<file path="config.mk">
export PLATFORM = sky130hd
export DESIGN_NAME = riscv_fetch_align
export DESIGN_NICKNAME = d
export VERILOG_FILES = /design/src/rtl/riscv_fetch_align.sv
export SDC_FILE = /design/constraint.sdc
export NUM_CORES = 1
export LEC_CHECK = 0
export CORE_MARGIN = 2
export CORE_UTILIZATION = 53
export CTS_CLUSTER_DIAMETER = 80
export DETAILED_ROUTE_END_ITERATION = 10
export GPL_TIMING_DRIVEN = 1
export PLACE_DENSITY = 0.88
export REMOVE_ABC_BUFFERS = 1
export SLEW_MARGIN = 15
export SYNTH_ARGS = -nofsm -noshare
export SYNTH_HDL_FRONTEND = slang
export SYNTH_SLANG_ARGS = --single-unit
</file>
<file path="constraint.sdc">
create_clock -name clk -period 3.4 [get_ports clk]
set_input_delay 0.51 -clock clk [delete_from_list [all_inputs] [get_ports clk]]
set_output_delay 0.51 -clock clk [all_outputs]
set_load 0.01 [all_outputs]
</file>
<file path="src/rtl/riscv_fetch_align.sv">
// Fetch-alignment buffer: aligned fetch beats go into a halfword ring, and one 16/32-bit instruction is decoded at the head.
// Optional compressed (RVC) decode is enabled by defining RISCV_RVC_EN.
module riscv_fetch_align #(
  parameter int FETCH_W = 32,
  parameter int DEPTH   = 8,
  parameter int SEQ_W   = 64
) (
  input  logic               clk,
  input  logic               rst,
  input  logic               flush_i,
  input  logic [31:0]        flush_addr_i,
  input  logic               fetch_valid_i,
  output logic               fetch_ready_o,
  input  logic [31:0]        fetch_addr_i,
  input  logic [FETCH_W-1:0] fetch_data_i,
  output logic               out_valid_o,
  input  logic               out_ready_i,
  output logic [31:0]        out_addr_o,
  output logic [31:0]        out_data_o,
  output logic               out_compressed_o,
  output logic               out_illegal_o,
  output logic [SEQ_W-1:0]   out_seq_o
);

  localparam int NH     = FETCH_W / 16;
  localparam int NB     = FETCH_W / 8;
  localparam int PTR_W  = $clog2(DEPTH);
  localparam int CNT_W  = PTR_W + 1;
  localparam int SKIP_W = $clog2(NH);
  localparam int OFS_W  = $clog2(NB);

  logic [15:0]       ring_q [DEPTH];
  logic [15:0]       ring_d [DEPTH];
  logic [PTR_W-1:0]  rd_q, rd_d;
  logic [PTR_W-1:0]  wr_q, wr_d;
  logic [CNT_W-1:0]  count_q, count_d;
  logic [31:0]       pc_q, pc_d;
  logic [31:0]       fetch_exp_q, fetch_exp_d;
  logic [SKIP_W-1:0] skip_q, skip_d;
  logic [SEQ_W-1:0]  seq_q, seq_d;

  logic [15:0]       h0, h1;
  logic              is32;
  logic              head_ok;
  logic [31:0]       inst;
  logic              push, pop;
  logic [CNT_W-1:0]  push_n, pop_n;
  logic [31:0]       flush_pc;

  always_comb begin : head_decode
    h0 = ring_q[rd_q];
    h1 = ring_q[rd_q + PTR_W'(1)];
`ifdef RISCV_RVC_EN
    is32 = (h0[1:0] == 2'b11);
`else
    is32 = 1'b1;
`endif
    head_ok = is32 ? (count_q >= CNT_W'(2)) : (count_q != '0);
    inst    = is32 ? {h1, h0} : {16'h0000, h0};
  end

  // Both sides use valid/ready: a transfer happens on the rising edge where valid and ready are
  // both high; valid never waits on ready. fetch_ready_o only credits the registered count.
  assign fetch_ready_o = !flush_i && ((CNT_W'(DEPTH) - count_q) >= CNT_W'(NH));
  assign out_valid_o   = head_ok;
  assign out_addr_o    = pc_q;
  assign out_seq_o     = seq_q;
  assign out_data_o    = head_ok ? inst : 32'h0;

`ifdef RISCV_RVC_EN
  assign out_compressed_o = head_ok && !is32;
  assign out_illegal_o    = head_ok && (inst == 32'h0);
  assign flush_pc         = {flush_addr_i[31:1], 1'b0};
`else
  assign out_compressed_o = 1'b0;
  assign out_illegal_o    = head_ok && ((inst == 32'h0) || (h0[1:0] != 2'b11));
  assign flush_pc         = {flush_addr_i[31:2], 2'b00};
`endif

  always_comb begin : next_state
    ring_d      = ring_q;
    rd_d        = rd_q;
    wr_d        = wr_q;
    count_d     = count_q;
    pc_d        = pc_q;
    fetch_exp_d = fetch_exp_q;
    skip_d      = skip_q;
    seq_d       = seq_q;
    // A beat at an unexpected address is still accepted, but only so that it is thrown away.
    push   = fetch_valid_i && fetch_ready_o && (fetch_addr_i == fetch_exp_q);
    pop    = head_ok && out_ready_i;
    push_n = push ? (CNT_W'(NH) - CNT_W'(skip_q)) : '0;
    pop_n  = pop ? (is32 ? CNT_W'(2) : CNT_W'(1)) : '0;
    if (flush_i) begin
      rd_d        = '0;
      wr_d        = '0;
      count_d     = '0;
      pc_d        = flush_pc;
      fetch_exp_d = {flush_pc[31:OFS_W], OFS_W'(0)};
      skip_d      = flush_pc[OFS_W-1:1];
    end else begin
      if (push) begin
        for (int i = 0; i < NH; i++) begin
          if (SKIP_W'(i) >= skip_q) begin
            ring_d[wr_q + PTR_W'(i) - PTR_W'(skip_q)] = fetch_data_i[16*i +: 16];
          end
        end
        wr_d        = wr_q + PTR_W'(push_n);
        skip_d      = '0;
        fetch_exp_d = fetch_exp_q + 32'(NB);
      end
      if (pop) begin
        rd_d  = rd_q + PTR_W'(pop_n);
        pc_d  = pc_q + (is32 ? 32'd4 : 32'd2);
        seq_d = seq_q + SEQ_W'(1);
      end
      count_d = count_q + push_n - pop_n;
    end
  end

  always_ff @(posedge clk) begin
    if (rst) begin
      for (int i = 0; i < DEPTH; i++) ring_q[i] <= 16'h0000;
      rd_q        <= '0;
      wr_q        <= '0;
      count_q     <= '0;
      pc_q        <= 32'h0;
      fetch_exp_q <= 32'h0;
      skip_q      <= '0;
      seq_q       <= '0;
    end else begin
      ring_q      <= ring_d;
      rd_q        <= rd_d;
      wr_q        <= wr_d;
      count_q     <= count_d;
      pc_q        <= pc_d;
      fetch_exp_q <= fetch_exp_d;
      skip_q      <= skip_d;
      seq_q       <= seq_d;
    end
  end

endmodule

</file>
* Yosys cells after proc, flatten, opt, wreduce, memory -nomap -nowiden
Cells that the tools add are included.
Word-level totals: register bits after elaboration 266, output and inout bits 132, memories 0, input port bits 101, word-level logic and storage cells 77, bits in latches 0, memory bits (writable) 0, ROM bits 0
Operators by class: $add $sub $neg 10, shift operators 0, reductions and logical operators 15, muxes and demuxes 21, div/mod/pow operators 0, equal/unequal tests 2, multipliers 0, bitwise logic cells 5, magnitude comparators 8
Operator list (count):
- bitwise mux 128 bit | 2
- 2-to-1 mux 128 bit | 2
- 2-to-1 mux 32 bit | 5
- binary-select mux 16 bit (select 3 bit) | 2
- demux 16 bit (select 3 bit) | 2
- 2-to-1 mux 16 bit | 6
- adder 32 x 3 -> 32 bit, second input constant | 2
- adder 64 x 1 -> 64 bit, second input constant | 1
- == test 32 bit | 1
- logical NOT 32 bit | 1
- >= comparator 4 bit, second input constant | 4
- inverter 3 -> 4 bit | 4
- >= comparator 4 x 2 -> 1 bit, second input constant | 2
- less-than comparator 4 x 1 -> 1 bit, second input constant | 2
- logical AND 1 bit | 7
- adder 3 x 1 -> 3 bit, second input constant | 2
- adder 3 x 2 -> 3 bit | 2
- adder 4 x 2 -> 4 bit | 1
- 2-to-1 mux 2 bit | 2
- AND reduction 2 bit | 2
- nonzero test 2 bit | 2
- subtractor 4 x 2 -> 4 bit | 1
- subtractor 4 bit, first input constant | 1
- inequality test 2 bit, second input constant | 1
- other kinds (4) | 4

* Longest topological paths before layout
depth in word-level cells 9, depth in mapped cells 13, depth with buffers taken out 12

* Least setup slack after synthesis
OpenSTA, ideal clock, no wires.
path kind input-to-reg, start in fetch_addr_i[6], end reg count_q[3], data required time 3.275 ns, setup slack 0.271 ns, path buffers 1, setup time 0.125 ns, stages 11, data arrival time 3.004 ns, cells stage by stage xnor2_1 > nand4_1 > or4_1 > buf_2 > nor3_2 > nand2_1 > fa_1 > inv_1 > fa_1 > xor2_1 > nor2_1
On the way: word-level cells in the longest chain between the ends 5
Ends and longest elaborated chain:
- start, declared | line 14 | input logic [31:0] fetch_addr_i,
- == test 32 bit | line 90 | push = fetch_valid_i && fetch_ready_o && (fetch_addr_i == fetch_exp_q);
- logical AND 1 bit | line 90
- 2-to-1 mux 2 bit | line 92 | push_n = push ? (CNT_W'(NH) - CNT_W'(skip_q)) : '0;
- adder 4 x 2 -> 4 bit | line 117 | count_d = count_q + push_n - pop_n;
- subtractor 4 x 2 -> 4 bit | line 117
- end signal, assigned | line 135 | count_q <= count_d;
- end, declared | line 36 | logic [CNT_W-1:0] count_q, count_d;
No other way between the ends. A chain may end at the register's enable or synchronous reset.

* Worst setup path after layout
start reg count_q[2], end out out_data_o[24]
On the way: word-level cells in the longest chain between the ends 2
Ends and longest elaborated chain:
- >= comparator 4 x 2 -> 1 bit | line 58 | head_ok = is32 ? (count_q >= CNT_W'(2)) : (count_q != '0);
- 2-to-1 mux 32 bit | line 68 | assign out_data_o = head_ok ? inst : 32'h0;
- end, declared | line 19 | output logic [31:0] out_data_o,
No other way between the ends.

==> results.yml <==
pwr:
  leakage_nw: 5.36
  irDropWorstVdd_uv: 292
  power-per-cell-area_nw_per_um2: 425
timing:
  period_needed_ps: 3140
  finalMaxSlewViolations: 0
  holdWs_ps: 448
  rsz0062_at_grt: "false"
  clock-skew-final_ps: 18.6
  finalCritPeriodShare: 0.923
  finalHoldViolCount: 0
  fmax_ghz: 0.319
  worstMarginPinSlew_ps: 912
  maxSlewHeadroom: 0.392
  setup_viol: 0
  setup_ws_ps: 262
drt:
  wire_per_inst_um: 18.7
  drtAntennaViolNets: 0
  vias_per_cell: 6.14
  route.detailed.drc: 0
  drt_first_pass_iters: 6
  drt_iter0_markers: 1291
  drt_wl_total_mm: 38.7
  vias: 12700
placed_design:
  dp_hpwl_mm: 25.5
  port-buffer-count: 227
  place_area_um2: 15400
  gp_congestion: 0.916
  place_ws_ps: -105
job:
  cap_viol_max_count: 0
logic_synthesis:
  synth_flop_cell: "dfxtp_1"
  ys_warn_count: 0
  yosysTopAreaCellShare: 0.404
  seq_area_frac_synth: 0.404
  synth-edff-count: 0
  synthTopCellsByCount: "259 x dfxtp_1, 196 x nand2_1, 169 x a21oi_1, 132 x nand3_1, 103 x nor2_1"
  syn-instance-count: 1554
  syn-cell-area_um2: 12800
  avgSynthCellArea_um2: 8.25
  synth_most_common_cell: "dfxtp_1"
  synth_cell_types: 58
  synth_area_leaders: "dfxtp_1 40%, a21oi_1 6.6%, nand2_1 5.7%"
  yosysTopAreaCell: "dfxtp_1"
  synth-seq-cells: 259
  async_reset_ff_frac: 0
global_routing:
  grt_pass1_wl_mm: 62.6
  antenna_found_initial: 0
  grt.total_usage: 0.294
  grt_overflow_total: 0
  grt_pass1_vias: 12500
  grt_max_degree: 91
final_layout:
  area_growth_pct: 27.4
  drive_gt1_frac: 0.0782
  n_antenna_cell: 0
  utilization: 0.692
  nNetsFinal: 1843
  fill_cells: 1811
  stdcell_area_um2: 16300
cts:
  numCtsBuffers: 26
  clock_latency_ps: 530
  clk_pin_slew_ps: 70
  cts_buffer_depth: 3
  cts_tree: "yes"
  htreeDepth: 1
  root_buffer: "clkbuf_16"
  clock-sinks: 259
  post_cts_buffers: 0
worst_setup_path:
  cp-start-kind: "flip-flop"
  crit_type: "flip-flop to primary output"
  crit_arrival_ps: 2630
  critPathMaxFanout: 38
  crit_path_end_kind: "primary output"
  required_ps: 2890
  ff2ff_path_depth: 10
floorplan:
  die_area_um2: 25500
  fp-row-count: 56
  die_x_um: 160
  die_y_um: 160
  pin_count: 233
  coreArea_um2: 23600
  start_util: 0.543
worst_hold_path:
  hold_class: "flip-flop to flip-flop"
  whs_path_depth: 2
status:
  status: "complete, no violations"
-- report_power, final --
group | switching [mW] | total [mW] | leakage [nW] | internal (mW)
clock | 1.21 | 3.16 | 0.460 | 1.95
combinational | 0.318 | 0.615 | 2.80 | 0.297
sequential | 0.0838 | 3.17 | 2.10 | 3.09
total | 1.62 | 6.95 | 5.36 | 5.33
-- through the flow --
| stage | TNS [ps] | total power, mW | cells |
|---|---|---|---|
| 6_report | 0 | 6.95 | 2072 |
| 5_1_grt | 0 | 7.14 | 2072 |
| 4_1_cts | 0 | 6.96 | 2072 |
| 3_5_place_dp | -171 | 3.84 | 2024 |
| 3_3_place_gp | -72.5 | 3.82 | 2024 |
| 2_1_floorplan | -94280 | 3.46 | 1437 |
-- registers in the layout, summed over array words and instances, names as in the netlist --
| name | cells |
|---|---|
| ring_q | 128 |
| out_addr_o | 30 |
| wr_q | 2 |
| out_seq_o | 64 |
| rd_q | 2 |
| fetch_exp_q | 30 |
| count_q | 3 |
-- what timing repair did --
action | 4_1_cts | 5_1_grt
resized for setup | 0 | 1
setup endpoints to repair | 0 | 2
endpoints found under the hold margin | 0 | 0
hold buffers | 0 | 0
-- final timing paths --
kind,startpoint,end,slack [ps]
setup reg to reg,fetch_exp_q[27]$_SDFFE_PP0P_,count_q[3]$_SDFF_PP0_,360
setup / recovery,count_q[2]$_SDFF_PP0_,out_data_o[24],260
hold reg to reg,ring_q[6]$_SDFFE_PP0P_,ring_q[6]$_SDFFE_PP0P_,450
hold / removal,ring_q[6]$_SDFFE_PP0P_,ring_q[6]$_SDFFE_PP0P_,450
-- kinds of logic (layout without fill, tap and decap cells) --
| group | Yosys count | in the layout | share of synthesized area |
|---|---|---|---|
| buffers and inverters | 155 | 352 | 0.0500 |
| and+or+nand+nor | 647 | 647 | 0.247 |
| DFF | 259 | 259 | 0.404 |
| other | 1 | 3 | 0.000292 |
| muxes | 36 | 36 | 0.0593 |
| xor gates and xnor gates | 125 | 125 | 0.0871 |
| adders and majority gates | 9 | 9 | 0.00995 |
| AOI/OAI and AO/OA | 322 | 322 | 0.142 |
-- cell type report --
type / instances / area (um2) / area share
Sequential cell: 259 / 5190 / 0.317
Timing Repair Buffer: 268 / 2630 / 0.161
Multi-Input combinational cell: 1142 / 7040 / 0.431
Tap cell: 319 / 399 / 0.0244
Inverter: 36 / 135 / 0.00827
Clock inverter: 9 / 186 / 0.0114
Clock buffer: 39 / 769 / 0.0471
-- metal layers --
| layer | global-route usage | routed length [um] |
|---|---|---|
| met3 | 0.0539 | 3560 |
| met4 | 0.111 | 1450 |
| met5 | 0 | 0 |
| met1 | 0.370 | 15300 |
| met2 | 0.500 | 18500 |
-- cell usage in the layout (no fill, tap or decap), types with 31 or more instances in the layout --
cell type,count
a21oi_1,169
inv_1,34
o21ai_0,74
nor4_1,31
clkdlybuf4s50_1,225
xnor2_1,79
mux4_2,32
nor2_1,103
nand2_1,196
buf_4,37
nand3_1,132
nand4_1,47
xor2_1,43
and2_1,44
dfxtp_1,258
-- critical path, stage by stage, from the launching register on --
cell and delay (ps):
dfxtp_1 310, inv_1 80, ha_1 210, nor2b_2 200, inv_1 80, buf_4 400
and2_1 260, clkdlybuf4s50_1 560
Power figures use the tool's default switching activity.
